## src/rtl/d_delay_var.sv

```systemverilog
// d_delay_var -- runtime-variable multi-bit delay line with valid tracking.
//
// Re-aligns a {valid, data} stream by a delay chosen at run time
// (0..MaxDelay enabled cycles). A delay of 0 is a combinational bypass.
// A delay change or a clear discards every sample in flight, so a sample is
// never duplicated or shown at the wrong delay. settled_o reports that the
// line has been primed at the current delay.
//
// Parameters:
//   Bits      data width
//   MaxDelay  largest supported delay (>= 1); larger requests saturate
//   DelW      width of delay_i
//
// Ports:
//   clk_i      clock
//   rst_i      synchronous active-high reset
//   en_i       advance enable; the line holds when low
//   clear_i    synchronous flush of in-flight samples
//   delay_i    requested delay
//   valid_i    input sample qualifier
//   data_i     input sample
//   valid_o    output sample qualifier
//   data_o     output sample (don't-care while valid_o = 0)
//   settled_o  line fully primed at the current delay
//
// Build option:
//   D_DELAY_VAR_RESET_DATA_EN  when defined, stage data is zeroed on rst_i
//                              and on clear_i. When undefined, data stages
//                              have no reset and can map to shift-register
//                              primitives. valid_o behaves the same either way.

module d_delay_var #(
  parameter int Bits     = 8,
  parameter int MaxDelay = 16,
  parameter int DelW     = $clog2(MaxDelay + 1)
) (
  input  logic            clk_i,
  input  logic            rst_i,
  input  logic            en_i,
  input  logic            clear_i,
  input  logic [DelW-1:0] delay_i,
  input  logic            valid_i,
  input  logic [Bits-1:0] data_i,
  output logic            valid_o,
  output logic [Bits-1:0] data_o,
  output logic            settled_o
);

  localparam int              IdxW = (MaxDelay > 1) ? $clog2(MaxDelay) : 1;
  localparam logic [DelW-1:0] MaxD = DelW'(MaxDelay);
  localparam logic [DelW-1:0] One  = DelW'(1);

  logic [DelW-1:0]     sat_delay;
  logic [DelW-1:0]     cur_delay;
  logic [DelW-1:0]     cnt;
  logic                delay_chg;
  logic [IdxW-1:0]     tap;
  logic [MaxDelay-1:0] valid_q;
  logic [Bits-1:0]     data_q [MaxDelay];

  assign sat_delay = (delay_i > MaxD) ? MaxD : delay_i;
  assign delay_chg = (sat_delay != cur_delay);

  // Control state: current delay, per-stage valid bits, warm-up counter.
  // NOTE: state registers use non-blocking assignments so every stage
  // samples its neighbour's pre-edge value and the shift is order-independent.
  always_ff @(posedge clk_i) begin
    if (rst_i) begin
      cur_delay <= '0;
      cnt       <= '0;
      valid_q   <= '0;
    end else begin
      // cur_delay tracks the request on every non-reset edge, clear included.
      cur_delay <= sat_delay;
      if (clear_i) begin
        valid_q <= '0;
        cnt     <= '0;
      end else if (delay_chg) begin
        // Samples in flight were timed for the old delay: drop them all.
        // Only the sample arriving on this edge survives.
        valid_q    <= '0;
        valid_q[0] <= en_i & valid_i;
        cnt        <= '0;
      end else if (en_i) begin
        valid_q[0] <= valid_i;
        for (int k = 1; k < MaxDelay; k++) valid_q[k] <= valid_q[k-1];
        if (cnt != MaxD) cnt <= cnt + One;
      end
    end
  end

  // NOTE: data stages are a memory-like array; whether they get a reset is a
  // build-time choice, because the valid bits alone decide what is real data.
`ifdef D_DELAY_VAR_RESET_DATA_EN
  always_ff @(posedge clk_i) begin
    if (rst_i || clear_i) begin
      for (int k = 0; k < MaxDelay; k++) data_q[k] <= '0;
    end else if (en_i) begin
      data_q[0] <= data_i;
      for (int k = 1; k < MaxDelay; k++) data_q[k] <= data_q[k-1];
    end
  end
`else
  // Plain enable-only shift so the chain can pack into shift-register cells.
  // Shifting across a delay change is harmless: those stages are marked invalid.
  always_ff @(posedge clk_i) begin
    if (en_i && !clear_i && !rst_i) begin
      data_q[0] <= data_i;
      for (int k = 1; k < MaxDelay; k++) data_q[k] <= data_q[k-1];
    end
  end
`endif

  // Output tap: stage cur_delay-1, or the input itself when the delay is 0.
  assign tap = IdxW'(cur_delay - One);

  always_comb begin
    valid_o   = valid_i;
    data_o    = data_i;
    settled_o = 1'b1;
    if (cur_delay != '0) begin
      valid_o   = valid_q[tap];
      data_o    = data_q[tap];
      settled_o = (cnt >= cur_delay);
    end
  end

endmodule

```

## config.mk

```make
export PLATFORM = sky130hd
export DESIGN_NAME = d_delay_var
export DESIGN_NICKNAME = d
export VERILOG_FILES = /design/src/rtl/d_delay_var.sv
export SDC_FILE = /design/constraint.sdc
export NUM_CORES = 1
export LEC_CHECK = 0
export CAP_MARGIN = 20
export CORE_MARGIN = 2
export CORE_UTILIZATION = 60
export CTS_CLUSTER_DIAMETER = 150
export CTS_CLUSTER_SIZE = 16
export DETAILED_ROUTE_END_ITERATION = 16
export GPL_TIMING_DRIVEN = 0
export PLACE_DENSITY = 0.79
export SLEW_MARGIN = 15
export SYNTH_ARGS = -nofsm -noshare
export SYNTH_HDL_FRONTEND = slang
export SYNTH_SLANG_ARGS = --single-unit
```

## constraint.sdc

```tcl
create_clock -name clk_i -period 6.5 [get_ports clk_i]
set_clock_uncertainty 0.2 [all_clocks]
set_input_delay 0.975 -clock clk_i [delete_from_list [all_inputs] [get_ports clk_i]]
set_output_delay 0.975 -clock clk_i [all_outputs]
set_load 0.1 [all_outputs]
```

==> metrics.txt <==
main flop type after synthesis edfxtp_1; Core Box Area 0.01023 sq mm; worst-margin pin slew 967.3 ps; Final Wtd Congestion 0.8190; layout cells sized above 1 20.18%; worst-skew pair later-pin latency 530 ps; r2r setup slk 4680 ps; CTS tree done; area leader, netlist edfxtp_1; Mean Syn Cell Area 16.72 sq um; I/O pin count 28; drt drc 0; global route overflow 0; arrival time worst endpoint 4100 ps; clock share of power 40.8%; Worst setup SP type register; Cell variety after synth 38; routed len/inst 20.38 um; Buffers on Ports 26; sw frac 24.68%; Setup Fix Bufs, Post-CTS 0; CP Capture Type output pin; R2R cell count 8; setup violators final 0; PwrDens 310.8 mW/mm^2; RSZ-0062 raised after global routing no; First-pass DRT Iterations 4; largest net degree at the start of global routing 48; Post-synth EDFFs 128; DIE WIDTH 106.4 um; Mapped Nets 402; maximum VDD drop 0.2348 mV; Fin. Hold Viols 0; status finished clean; sequential cell area fraction in the yosys report 69.41%; antenna violations before repair 0; Worst Path Max Fanout 10; Final Cycle Share 81.16%; Chip Height 106.4 um; register share of total power 48.3%; final setup margin 1224 ps; critical path class reg -> out; clk sinks 154; Gate Count Post-Synth 376; DP HPWL 7238 um; Routed Antenna Nets 0; mapped cell area 0.006287 sq mm; area grow syn2layout 16.32%; reg2reg end valid_q[2]$_SDFFE_PP0P_; Fmax achieved 189.5 MHz; critical path capture point data_o[7]; hold_buf cts 0; dominant cells by area after synthesis edfxtp_1 61%, mux4_2 13%, dfxtp_1 8.3%; CTS Buf Count 17; clock buffer depth 2; number of antenna repair diodes 0; Die ar. 0.01131 sq mm; first-pass GRT wire length 18680 um; post-synth top area share 61.13%; Rows 37; CP Data Required Time 5320 ps; final wirelength 11660 um; worst setup path startpoint cur_delay[0]$_SDFF_PP0_; Leak 2.434 nW; vias in the first global route 3594; via count 3440; beginning of the worst register-to-register path cur_delay[0]$_SDFF_PP0_; post-cts sizing count 0; Via density 6.014; Root Driver clkbuf_8; HP Class reg -> reg; Gate power share 10.9%; Post-layout nets 449; Fill cells 617; max-cap violations 0; #FFs+latches synth 154; GR Util All Layers 22.74%; P_int 1.712 mW; dpl ws 1796 ps; CTS H-tree lvls 4; P_sw 0.5610 mW; clk slew on worst S/H paths 60 ps; setup TNS 0 ps; Final min period 5276 ps; Initial Util 61.45%; area occupied by multi-input gates 0.001777 sq mm; final-report max-slew violation count 0; first-iteration detailed-routing DRC count 251; area taken by flip-flops and latches 0.004364 sq mm; Yosys warning total 0; Post-synth ARST share 0%; Relative slew margins 35.31%
[through the flow]
step                util [%]  hold WS, ps  power [mW]  cell area (sq um)  std cells
global placement       65.66        225.0       1.361               6718        538
global route           71.48        251.1       2.341               7313        572
detailed placement     66.08        232.3       1.365               6760        540
floorplan                  -        220.7       1.297               6287        376
CTS                    71.48        247.4       2.291               7313        572
finish                 71.48        244.5       2.273               7313        572
[power groups by stage]
stage | logic, mW | clock network [mW] | registers [mW]
after CTS | 0.250 | 0.944 | 1.10
after global routing | 0.262 | 0.980 | 1.10
after detailed placement | 0.248 | 0 | 1.12
after global placement | 0.241 | 0 | 1.12
final | 0.249 | 0.927 | 1.10
after floorplan | 0.181 | 0 | 1.12
[flip-flops by register name (all words and copies together) (netlist names)]
register   flops
cnt            5
cur_delay      5
data_q       128
valid_q       16
[cells in the final DEF (no fill, tap or decap), types with 4 or more instances in the layout]
| master | count |
|---|---|
| edfxtp_1 | 128 |
| nor2_1 | 54 |
| mux4_2 | 36 |
| dfxtp_1 | 26 |
| clkdlybuf4s50_1 | 26 |
| nand2_1 | 22 |
| mux2i_1 | 16 |
| clkbuf_16 | 16 |
| o22ai_1 | 10 |
| a31oi_1 | 10 |
| inv_1 | 8 |
| buf_2 | 8 |
| ha_1 | 8 |
| clkbuf_1 | 7 |
| buf_6 | 5 |
| nand2b_1 | 4 |
[kinds of logic (layout without fill, tap and decap cells)]
family	after synthesis	after routing	synth area share [%]
AO/OA/AOI/OAI	33	33	3.323
adder cells (fa/ha/maj)	8	8	1.592
multiplexers	52	52	15.44
XOR/XNOR	7	7	1.214
AND/OR/NAND/NOR	96	96	6.647
flip-flops	154	154	69.41
buffers and inverters	26	86	2.368
[synthesized netlist by cell type, types with 2 or more instances]
master      n
a21o_1      2
a21oi_1     3
a31oi_1    10
and2_1      4
buf_2       8
buf_6       5
clkbuf_1    3
dfxtp_1    26
edfxtp_1  128
ha_1        8
inv_1       8
mux2i_1    16
mux4_2     36
nand2_1    22
nand2b_1    4
nand4_1     3
nor2_1     54
nor3_1      2
o21ai_0     2
o21ai_1     2
o22ai_1    10
xnor2_1     2
xor2_1      3
[critical path, cell delays in order (launching register included)]
cell and delay (ps):
dfxtp_1 360, buf_6 140, buf_6 190, inv_2 60, ha_1 260, buf_2 250, buf_2 350, mux4_2 280
nor2_1 60, nor2_1 120, o22ai_1 120, a31oi_1 210, clkdlybuf4s50_1 1170
[routing by layer]
metal  part of all wire, %  track usage (%)  up-vias  wire length (um)
li1                      -                -     1545                 -
met1                    43            30.11     1743              4978
met4                   2.5            10.62        0               294
met2                    49            35.94      131              5753
met3                   5.4            5.579       21               633
met5                     0                0        -                 0
[worst min-delay path by stage]
stage / from / to / slack (ps) / depth (start not counted)
final: data_q[5][0]$_DFFE_PP_ / data_q[6][0]$_DFFE_PP_ / 240 / 0
after floorplan: data_q[9][0]$_DFFE_PP_ / data_q[10][0]$_DFFE_PP_ / 220 / 0
after global routing: data_q[3][7]$_DFFE_PP_ / data_q[4][7]$_DFFE_PP_ / 250 / 0
after global placement: data_q[6][0]$_DFFE_PP_ / data_q[7][0]$_DFFE_PP_ / 230 / 0
after detailed placement: data_q[0][4]$_DFFE_PP_ / data_q[1][4]$_DFFE_PP_ / 230 / 0
after CTS: data_q[5][6]$_DFFE_PP_ / data_q[6][6]$_DFFE_PP_ / 250 / 0
[area by class of cell]
class / instances / area share (%)
multi-input cells: 196 / 24.29
clock buffers: 21 / 5.868
inverters: 9 / 0.4619
plain buffers: 17 / 1.574
flip-flops and latches: 154 / 59.68
repair buffers: 28 / 4.106
clock inverters: 11 / 1.694
well taps: 136 / 2.327
Note: power is estimated with default switching activity, not from simulation.
